<file path="src/rtl/cpu_clk_pkg.sv">
// Shared encodings for the CPU clock/step controller: switch modes, FSM
// states and the boundary decision taken at each CPU period edge.
package cpu_clk_pkg;

  localparam logic [1:0] MODE_RUN  = 2'b00;
  localparam logic [1:0] MODE_STEP = 2'b01;
  localparam logic [1:0] MODE_HALT = 2'b10;

  typedef enum logic [1:0] {
    IDLE = 2'd0,
    RUN  = 2'd1,
    STEP = 2'd2
  } state_e;

  // Mode 2'b11 is an unused switch position and behaves like run.
  function automatic state_e boundary_next(input logic [1:0] mode,
                                           input logic       step_avail);
    state_e nxt;
    case (mode)
      MODE_HALT: nxt = IDLE;
      MODE_STEP: nxt = step_avail ? STEP : IDLE;
      default:   nxt = RUN;
    endcase
    return nxt;
  endfunction

endpackage

</file>
<file path="src/rtl/btn_debounce.sv">
// Reusable push-button conditioner: 2-FF synchroniser, stable-count
// debouncer and a one-cycle pulse on each accepted 0->1 level change.
module btn_debounce #(
  parameter int DEB_CYCLES = 16
) (
  input  logic iClk,
  input  logic iRst,
  input  logic iIn,
  output logic oLevel,
  output logic oRisePulse
);

  localparam int CW = $clog2(DEB_CYCLES + 1);
  localparam logic [CW-1:0] CNT_LAST = CW'(DEB_CYCLES - 1);

  logic          sync1_q, sync2_q;
  logic          level_q, level_d;
  logic          pulse_q, pulse_d;
  logic [CW-1:0] cnt_q, cnt_d;

  // NOTE: every signal written here gets a default first, so no latch is inferred.
  always_comb begin
    level_d = level_q;
    pulse_d = 1'b0;
    cnt_d   = '0;
    if (sync2_q != level_q) begin
      if (cnt_q == CNT_LAST) begin
        level_d = sync2_q;
        pulse_d = sync2_q;
      end else begin
        cnt_d = cnt_q + 1'b1;
      end
    end
  end

  // NOTE: sequential state uses non-blocking assignments only.
  always_ff @(posedge iClk or posedge iRst) begin
    if (iRst) begin
      sync1_q <= 1'b0;
      sync2_q <= 1'b0;
      level_q <= 1'b0;
      pulse_q <= 1'b0;
      cnt_q   <= '0;
    end else begin
      sync1_q <= iIn;
      sync2_q <= sync1_q;
      level_q <= level_d;
      pulse_q <= pulse_d;
      cnt_q   <= cnt_d;
    end
  end

  assign oLevel     = level_q;
  assign oRisePulse = pulse_q;

endmodule

</file>
<file path="src/rtl/cpu_clk_ctrl.sv">
// Processor clock generator with run/halt/single-step control, CPU cycle
// counter and a synchronised CPU reset. Mode changes act only at period edges.
module cpu_clk_ctrl
  import cpu_clk_pkg::*;
#(
  parameter int DIV_HALF   = 5,
  parameter int DEB_CYCLES = 16,
  parameter int CNT_W      = 32
) (
  input  logic             iClk,
  input  logic             iRst,
  input  logic [1:0]       iMode,
  input  logic             iStep,
  output logic             oCpuClk,
  output logic             oCpuRst_n,
  output logic             oRise,
  output logic [CNT_W-1:0] oCycles,
  output logic             oRunning
);

  localparam int PW = $clog2(2 * DIV_HALF);
  localparam logic [PW-1:0] P_LAST = PW'(2 * DIV_HALF - 1);
  localparam logic [PW-1:0] P_HIGH = PW'(DIV_HALF);

  logic [1:0]       mode_s1_q, mode_s2_q;
  logic             rst_s1_q, rst_s2_q;
  logic             step_level, step_pulse, step_req;
  logic             boundary, take;
  state_e           state_q, state_d;
  logic [PW-1:0]    p_q, p_d;
  logic             clk_q, clk_d;
  logic             rise_q, rise_d;
  logic             running_q, running_d;
  logic             pending_q, pending_d;
  logic [CNT_W-1:0] cycles_q, cycles_d;

  btn_debounce #(.DEB_CYCLES(DEB_CYCLES)) u_step_btn (
    .iClk      (iClk),
    .iRst      (iRst),
    .iIn       (iStep),
    .oLevel    (step_level),
    .oRisePulse(step_pulse)
  );

  // The pulse and the level update on the same edge; the level qualifies it.
  assign step_req = step_pulse & step_level;

  always_comb begin
    boundary  = (state_q == IDLE) || (p_q == P_LAST);
    take      = step_req && (state_q == IDLE);
    state_d   = boundary ? boundary_next(mode_s2_q, pending_q || take) : state_q;
    pending_d = pending_q;
    if (state_d == STEP)                 pending_d = 1'b0;
    else if (take && (state_d == IDLE))  pending_d = 1'b1;
    p_d       = ((state_q == IDLE) || (p_q == P_LAST)) ? '0 : p_q + 1'b1;
    clk_d     = (p_d >= P_HIGH);
    rise_d    = (p_d == P_HIGH);
    cycles_d  = cycles_q + CNT_W'(rise_d);
    running_d = (state_d != IDLE);
  end

  // NOTE: iRst clears every flop asynchronously, so a reset in the high phase drops oCpuClk at once.
  always_ff @(posedge iClk or posedge iRst) begin
    if (iRst) begin
      mode_s1_q <= MODE_RUN;
      mode_s2_q <= MODE_RUN;
      state_q   <= IDLE;
      p_q       <= '0;
      clk_q     <= 1'b0;
      rise_q    <= 1'b0;
      running_q <= 1'b0;
      pending_q <= 1'b0;
      cycles_q  <= '0;
    end else begin
      mode_s1_q <= iMode;
      mode_s2_q <= mode_s1_q;
      state_q   <= state_d;
      p_q       <= p_d;
      clk_q     <= clk_d;
      rise_q    <= rise_d;
      running_q <= running_d;
      pending_q <= pending_d;
      cycles_q  <= cycles_d;
    end
  end

  // Reset asserts with iRst and releases on the second clock edge afterwards.
  always_ff @(posedge iClk or posedge iRst) begin
    if (iRst) begin
      rst_s1_q <= 1'b0;
      rst_s2_q <= 1'b0;
    end else begin
      rst_s1_q <= 1'b1;
      rst_s2_q <= rst_s1_q;
    end
  end

  assign oCpuClk   = clk_q;
  assign oCpuRst_n = rst_s2_q;
  assign oRise     = rise_q;
  assign oCycles   = cycles_q;
  assign oRunning  = running_q;

endmodule
</file>
<file path="config.mk">
export PLATFORM = sky130hd
export DESIGN_NAME = cpu_clk_ctrl
export DESIGN_NICKNAME = d
export VERILOG_FILES = /design/src/rtl/cpu_clk_pkg.sv /design/src/rtl/btn_debounce.sv /design/src/rtl/cpu_clk_ctrl.sv
export SDC_FILE = /design/constraint.sdc
export NUM_CORES = 1
export LEC_CHECK = 0
export CORE_MARGIN = 1.5
export CORE_UTILIZATION = 52
export CTS_CLUSTER_SIZE = 10
export DETAILED_ROUTE_END_ITERATION = 12
export HOLD_SLACK_MARGIN = 0.05
export PLACE_DENSITY = 0.82
export SLEW_MARGIN = 10
export SYNTH_ARGS = -nofsm -noshare
export SYNTH_HDL_FRONTEND = slang
export SYNTH_SLANG_ARGS = --single-unit
</file>
<file path="constraint.sdc">
create_clock -name iClk -period 3.6 [get_ports iClk]
set_input_delay 0.72 -clock iClk [delete_from_list [all_inputs] [get_ports iClk]]
set_output_delay 0.72 -clock iClk [all_outputs]
set_load 0.02 [all_outputs]
</file>
Word level (Yosys, flattened, before mapping)
Cells that the tools add are included.

word-level totals
  bits of input ports = 5
  word-level logic and storage cells = 47
  register bits after elaboration = 57
  output and inout bits = 36

cells by class
  magnitude comparators = 1
  bitwise operators = 1
  $add $sub $neg = 3
  eq/ne operators = 7
  mux-type cells = 10
  reductions and logical operators = 9

operator list
  operator                                                                number
  32-bit by 1-bit adder with 32-bit output                                1
  5-bit 2-to-1 mux                                                        2
  5-bit by 1-bit adder with 5-bit output (second input constant)          1
  5-bit by 4-bit == test with 1-bit output (second input constant)        1
  4-bit by 1-bit adder with 4-bit output (second input constant)          1
  2-bit == test (second input constant)                                   2
  4-bit by 3-bit == test with 1-bit output (second input constant)        1
  4-bit == test (second input constant)                                   1
  4-bit by 3-bit >= comparator with 1-bit output (second input constant)  1
  2-bit logical NOT                                                       2
  1-bit 2-to-1 mux                                                        4
  2-bit 2-to-1 mux                                                        2
  4-bit 2-to-1 mux                                                        1
  2-bit one-hot mux with 2 select lines                                   1
  2-bit nonzero test                                                      2
  2-bit by 1-bit == test with 1-bit output (second input constant)        1
  1-bit logical AND                                                       2
  1-bit logical OR                                                        2
  2-bit AND reduction                                                     1
  1-bit AND                                                               1
  1-bit inequality test                                                   1

Logic depth before layout (Yosys ltp)
  word-level depth = 10
  depth in mapped cells = 12
  mapped depth without buffers = 12

Hierarchy
A second synthesis with hierarchy kept.

second synthesis, totals
  cell total of the unflattened synthesis = 202
  area, all modules = 2431.1 um^2

modules (own cells, without submodules)
  module        area each (um^2)  instances  sequential area each (um^2)  cells each
  cpu_clk_ctrl  2092.0            1          1201.2                       176
  btn_debounce  339.1             1          225.2                        26

Worst setup path after synthesis
OpenSTA, ideal clock, no wires.

  kind = reg-to-reg
  from = register p_q[0]
  to = register cycles_q[20] (netlist: oCycles[20])
  arrival = 2468 ps
  cell stages (with the launch flop) = 12
  clock period less this slack = 2598 ps
  data required time = 3470 ps
  library setup time = 130 ps
  buffers on the path = 0
  setup slack = 1002 ps
  cell sequence = dfrtp_1 ha_1 nand3b_1 o21ai_0 nor2_1 and3_1 ha_1 ha_1 and4_4 nor3b_4 nand4_1 xnor2_1

between the ends
  cells in the longest elaborated chain, start to end = 5
  elaborated cells on any way between the ends = 6
  classes of those cells = add/sub (2); eq/ne (2); mux (1); reduce/logical (1)

RTL lines
  item                                                                            line                text
  start, declared                                                                 cpu_clk_ctrl.sv:30  logic [PW-1:0] p_q, p_d;
  start signal, assigned                                                          cpu_clk_ctrl.sv:78  p_q <= p_d;
  branches (longest 2 deep; another with 4-bit by 1-bit adder with 4-bit output)  n/a
  4-bit 2-to-1 mux *                                                              cpu_clk_ctrl.sv:55  p_d = ((state_q == IDLE) || (p_q == P_LAST)) ? '0 : p_q + 1'b1;
  net p_d[2]                                                                      cpu_clk_ctrl.sv:30
  4-bit by 3-bit == test with 1-bit output *                                      cpu_clk_ctrl.sv:57  rise_d = (p_d == P_HIGH);
  net rise_d                                                                      cpu_clk_ctrl.sv:32  logic rise_q, rise_d;
  32-bit by 1-bit adder with 32-bit output *                                      cpu_clk_ctrl.sv:58  cycles_d = cycles_q + CNT_W'(rise_d);
  net cycles_d[20]                                                                cpu_clk_ctrl.sv:35  logic [CNT_W-1:0] cycles_q, cycles_d;
  end signal, assigned                                                            cpu_clk_ctrl.sv:83  cycles_q <= cycles_d;
  end, declared                                                                   cpu_clk_ctrl.sv:35

Mark *: on every way through the listed nets, which the timed path passes.
A chain may end at the register's enable or synchronous reset.

Worst setup path after layout
  from = register p_q[0]
  to = register cycles_q[30] (netlist: oCycles[30])

The elaborated chain is that of the path after synthesis.

==> qor.txt <==
====================================================================================================
Cell variety after synth ..............................................................           30
Global-route wire length before repair ................................................      7740 um
Final number of max-transition violations .............................................            0
Place WS ..............................................................................       621 ps
Initial antenna violation count .......................................................            0
Clock-pin slew reported for the worst setup and hold paths after clock tree synthesis .        60 ps
Routed via count ......................................................................         1592
Worst-case setup margin in the final layout ...........................................       574 ps
Number of nets produced by synthesis ..................................................          205
Post-CTS setup buffers ................................................................            0
Total wire length after detailed routing ..............................................      4220 um
Clock tree root buffer cell ...........................................................     clkbuf_8
Post-route ant nets ...................................................................            0
Crit. End Element .....................................................................         flop
Number of flops mapped to enable cells by yosys .......................................            0
Most repeated cell in the gate-level netlist after synthesis ..........................      dfrtp_1
Layout Cells excl Fill ................................................................          301
Cell type with the highest aggregate area in the netlist ..............................      dfrtp_1
GR Util All Layers ....................................................................        0.200
Period minus WS final .................................................................      3030 ps
Yosys Warn Count ......................................................................            0
Global route total overflow ...........................................................            0
Chip Height ...........................................................................      70.9 um
Static leakage power ..................................................................   0.00138 uW
Maximum clock insertion buffer count ..................................................            2
Power share of the sequential group ...................................................        0.506
Highest clock frequency the design can meet ...........................................      330 MHz
Sw frac ...............................................................................        0.290
Number of cells traversed by the worst hold path ......................................            0
Cells after Synth .....................................................................          193
Worst Max-Slew Pin Slew ...............................................................       612 ps
Main synth FF type ....................................................................      dfrtp_1
Width of the die ......................................................................      70.9 um
Cell types occupying the most area after synthesis .................................... dfrtp_1 60%, xnor2_1 9.9%, ha_1 3.7%
Detailed Routing Iterations Pass 1 ....................................................            4
Clock Skews ...........................................................................      4.51 ps
Ports placed on the boundary ..........................................................           41
Number of H-tree levels ...............................................................            3
Most common library cells after synthesis ............................................. 57 x dfrtp_1, 27 x xnor2_1, 16 x nand3_1
Average wire length per cell after detail routing .....................................      14.0 um
Die area ..............................................................................    5020 um^2
Maximum number of pins on one net before global-route repair ..........................           24
Sw Pwr ................................................................................       455 uW
CTS Hold Buffers Added ................................................................            0
Hold EP ............................................................................... u_step_btn.sync2_q
Depth of the worst register-to-register path ..........................................           11
Share of the cycle needed by the critical path after routing ..........................        0.841
Async SR Flop Fraction ................................................................         1.00
Effective utilization at floorplan ....................................................        0.546
Run status ............................................................................ finished, final reports clean
Clock tree from TritonCTS .............................................................          yes
Maximum net fanout on the critical path ...............................................           10
Number of antenna cells inserted ......................................................            0
Floorplan core area ...................................................................    4380 um^2
Unrepaired setup endpoints after global routing .......................................        false
Post-cts sizing count .................................................................            0
Max stage delay cell, worst path ......................................................      dfrtp_1
Cell family contributing the most delay on the critical path .......................... simple AND/OR/NAND/NOR gates
Number of global-route vias before repair .............................................         1674
Fill cells ............................................................................          335
Cell Chain, Critical Path ............................................................. ha_1, nand3b_1, o21ai_0, nor2_1, and3_1, ha_1, ha_1, and4_4, nor3b_4, nand4_1, xnor2_1
Number of synthesized register bits ...................................................           57
Headroom to the max-slew limit ........................................................        0.589
Max-cap violation count ...............................................................            0
Comb power frac .......................................................................        0.202
Clock buffers created by TritonCTS ....................................................            9
Crit path arrival time ................................................................      3230 ps
Worst flop-to-flop path startpoint ....................................................       p_q[0]
1st-iter DRT viols ....................................................................           56
Count of final setup violators ........................................................            0
DRC Markers ...........................................................................            0
Avg Cell Area, Syn ....................................................................    12.4 um^2
Final hold violation count ............................................................            0
Placed Cells ..........................................................................          287
Worst VDD drop ........................................................................   0.000480 V
Sort of element at the start of the critical path .....................................         flop
Relative contribution of the clock network to total power .............................        0.292
Global placement routability congestion ...............................................        0.815
DPL Wire Length .......................................................................      3080 um
# nets final ..........................................................................          258
Area share of the largest cell type after synthesis ...................................        0.596
Worst reg2reg path endpoint ...........................................................  oCycles[30]
Required time at the worst-slack endpoint .............................................      3800 ps
Avg Vias per Cell .....................................................................         5.29
Worst Path Class, Setup ............................................................... flop to flop
Worst R2R Setup Slack .................................................................       570 ps
Fraction of final layout cells with drive strength greater than 1 .....................       0.0843
Number of buffers inserted by port buffering ..........................................           40
Internal ..............................................................................      1110 uW
Worst-Skew Late Latency ...............................................................       320 ps
Power per cell area ...................................................................  519 nW/um^2
CTS sink count ........................................................................           57
Hold Crit Start ....................................................................... u_step_btn.sync1_q
Critical Path Most Common Cell ........................................................         ha_1
Cell area after technology mapping ....................................................    2390 um^2
Area Overhead vs Synth ................................................................        26.1%
Cell Rows .............................................................................           24
Crit path largest cell delay ..........................................................       430 ps
Fin Setup TNS .........................................................................         0 ps
Class of the tightest hold or removal check ........................................... flop to flop
Share of the yosys chip area belonging to registers ...................................        0.596
Crit path buf inv count ...............................................................            0
====================================================================================================
-- state kept, by name, summed over array words and instances, names as in the netlist, 2 cells and up --
name,cells
mode_s1_q,2
u_step_btn.cnt_q,5
oCycles,32
mode_s2_q,2
state_q,2
p_q,4
-- cell type report --
type	instances	area (um^2)	share of cell area
clock buffers	13	139	0.0460
clock inverters	1	5.00	0.00166
inverters	6	22.5	0.00746
multi-input cells	130	946	0.313
flip-flops and latches	57	1430	0.472
well taps	52	65.1	0.0215
repair buffers	42	415	0.138
-- metal layers --
| metal | part of all wire | wire length, um | vias up | global-route usage |
|---|---|---|---|---|
| li1 | - | - | 780 | - |
| met1 | 0.46 | 1930 | 778 | 0.257 |
| met2 | 0.49 | 2060 | 29 | 0.314 |
| met3 | 0.042 | 177 | 5 | 0.0541 |
| met4 | 0.015 | 63 | 0 | 0.101 |
| met5 | 0 | 0 | - | 0 |
-- logic make-up (layout without fill, tap and decap cells) --
kind of cell	count (synthesis)	count (layout)	synth area share
AND/OR/NAND/NOR	76	76	0.199
flip-flops	57	57	0.596
XOR/XNOR	34	34	0.124
AO/OA/AOI/OAI	11	11	0.0287
adder cells (fa/ha/maj)	7	7	0.0366
buffers and inverters	6	62	0.00940
other	1	1	0.00157
multiplexers	1	1	0.00470
-- how the worst max path moves through the flow --
| stage | cells after the start | startpoint | end |
|---|---|---|---|
| finish | 11 | p_q[0] | oCycles[30] |
| floorplan | 11 | p_q[0] | oCycles[20] |
| global route | 11 | p_q[0] | oCycles[30] |
| CTS | 11 | p_q[0] | oCycles[16] |
| global placement | 11 | p_q[0] | oCycles[30] |
| detailed placement | 11 | p_q[0] | oCycles[16] |
-- power by group through the flow --
| stage | Clock [uW] | Sequential, uW | Combinational, uW |
|---|---|---|---|
| global placement | 0 | 799 | 308 |
| detailed placement | 0 | 803 | 317 |
| finish | 457 | 793 | 316 |
| CTS | 472 | 793 | 322 |
| global route | 507 | 805 | 349 |
| floorplan | 0 | 832 | 155 |
-- cells in the final DEF (no fill, tap or decap) --
cell type,count
and4_4,1
nor3b_4,1
o21ai_0,4
and4_1,3
mux2_2,1
nand3_1,16
nand2b_1,1
xor2_1,7
clkdlybuf4s50_1,40
dfrtp_1,57
and3_1,8
ha_1,7
a21o_1,1
inv_2,1
and4_2,1
nand2_1,12
a21oi_1,3
nand4_1,10
nor2b_1,2
nor2_1,12
nor3b_1,2
a22o_1,1
a31oi_1,1
clkbuf_1,4
nand4b_1,1
clkbuf_8,9
conb_1,1
nand4_4,1
inv_1,5
buf_4,2
and2_1,1
nand3b_1,2
nor4_4,2
xnor2_1,27
o221a_2,1
clkinv_2,1
-- through the flow --
| step | area (um^2) | hold WS [ps] | util | power (uW) |
|---|---|---|---|---|
| 3_3_place_gp | 2880 | 334 | 0.656 | 1110 |
| 5_1_grt | 3020 | 352 | 0.689 | 1660 |
| 4_1_cts | 3020 | 351 | 0.689 | 1590 |
| 3_5_place_dp | 2880 | 338 | 0.656 | 1120 |
| 2_1_floorplan | 2390 | 331 | - | 986 |
| 6_report | 3020 | 349 | 0.689 | 1570 |
No activity file was read; power rests on OpenSTA's default activity.
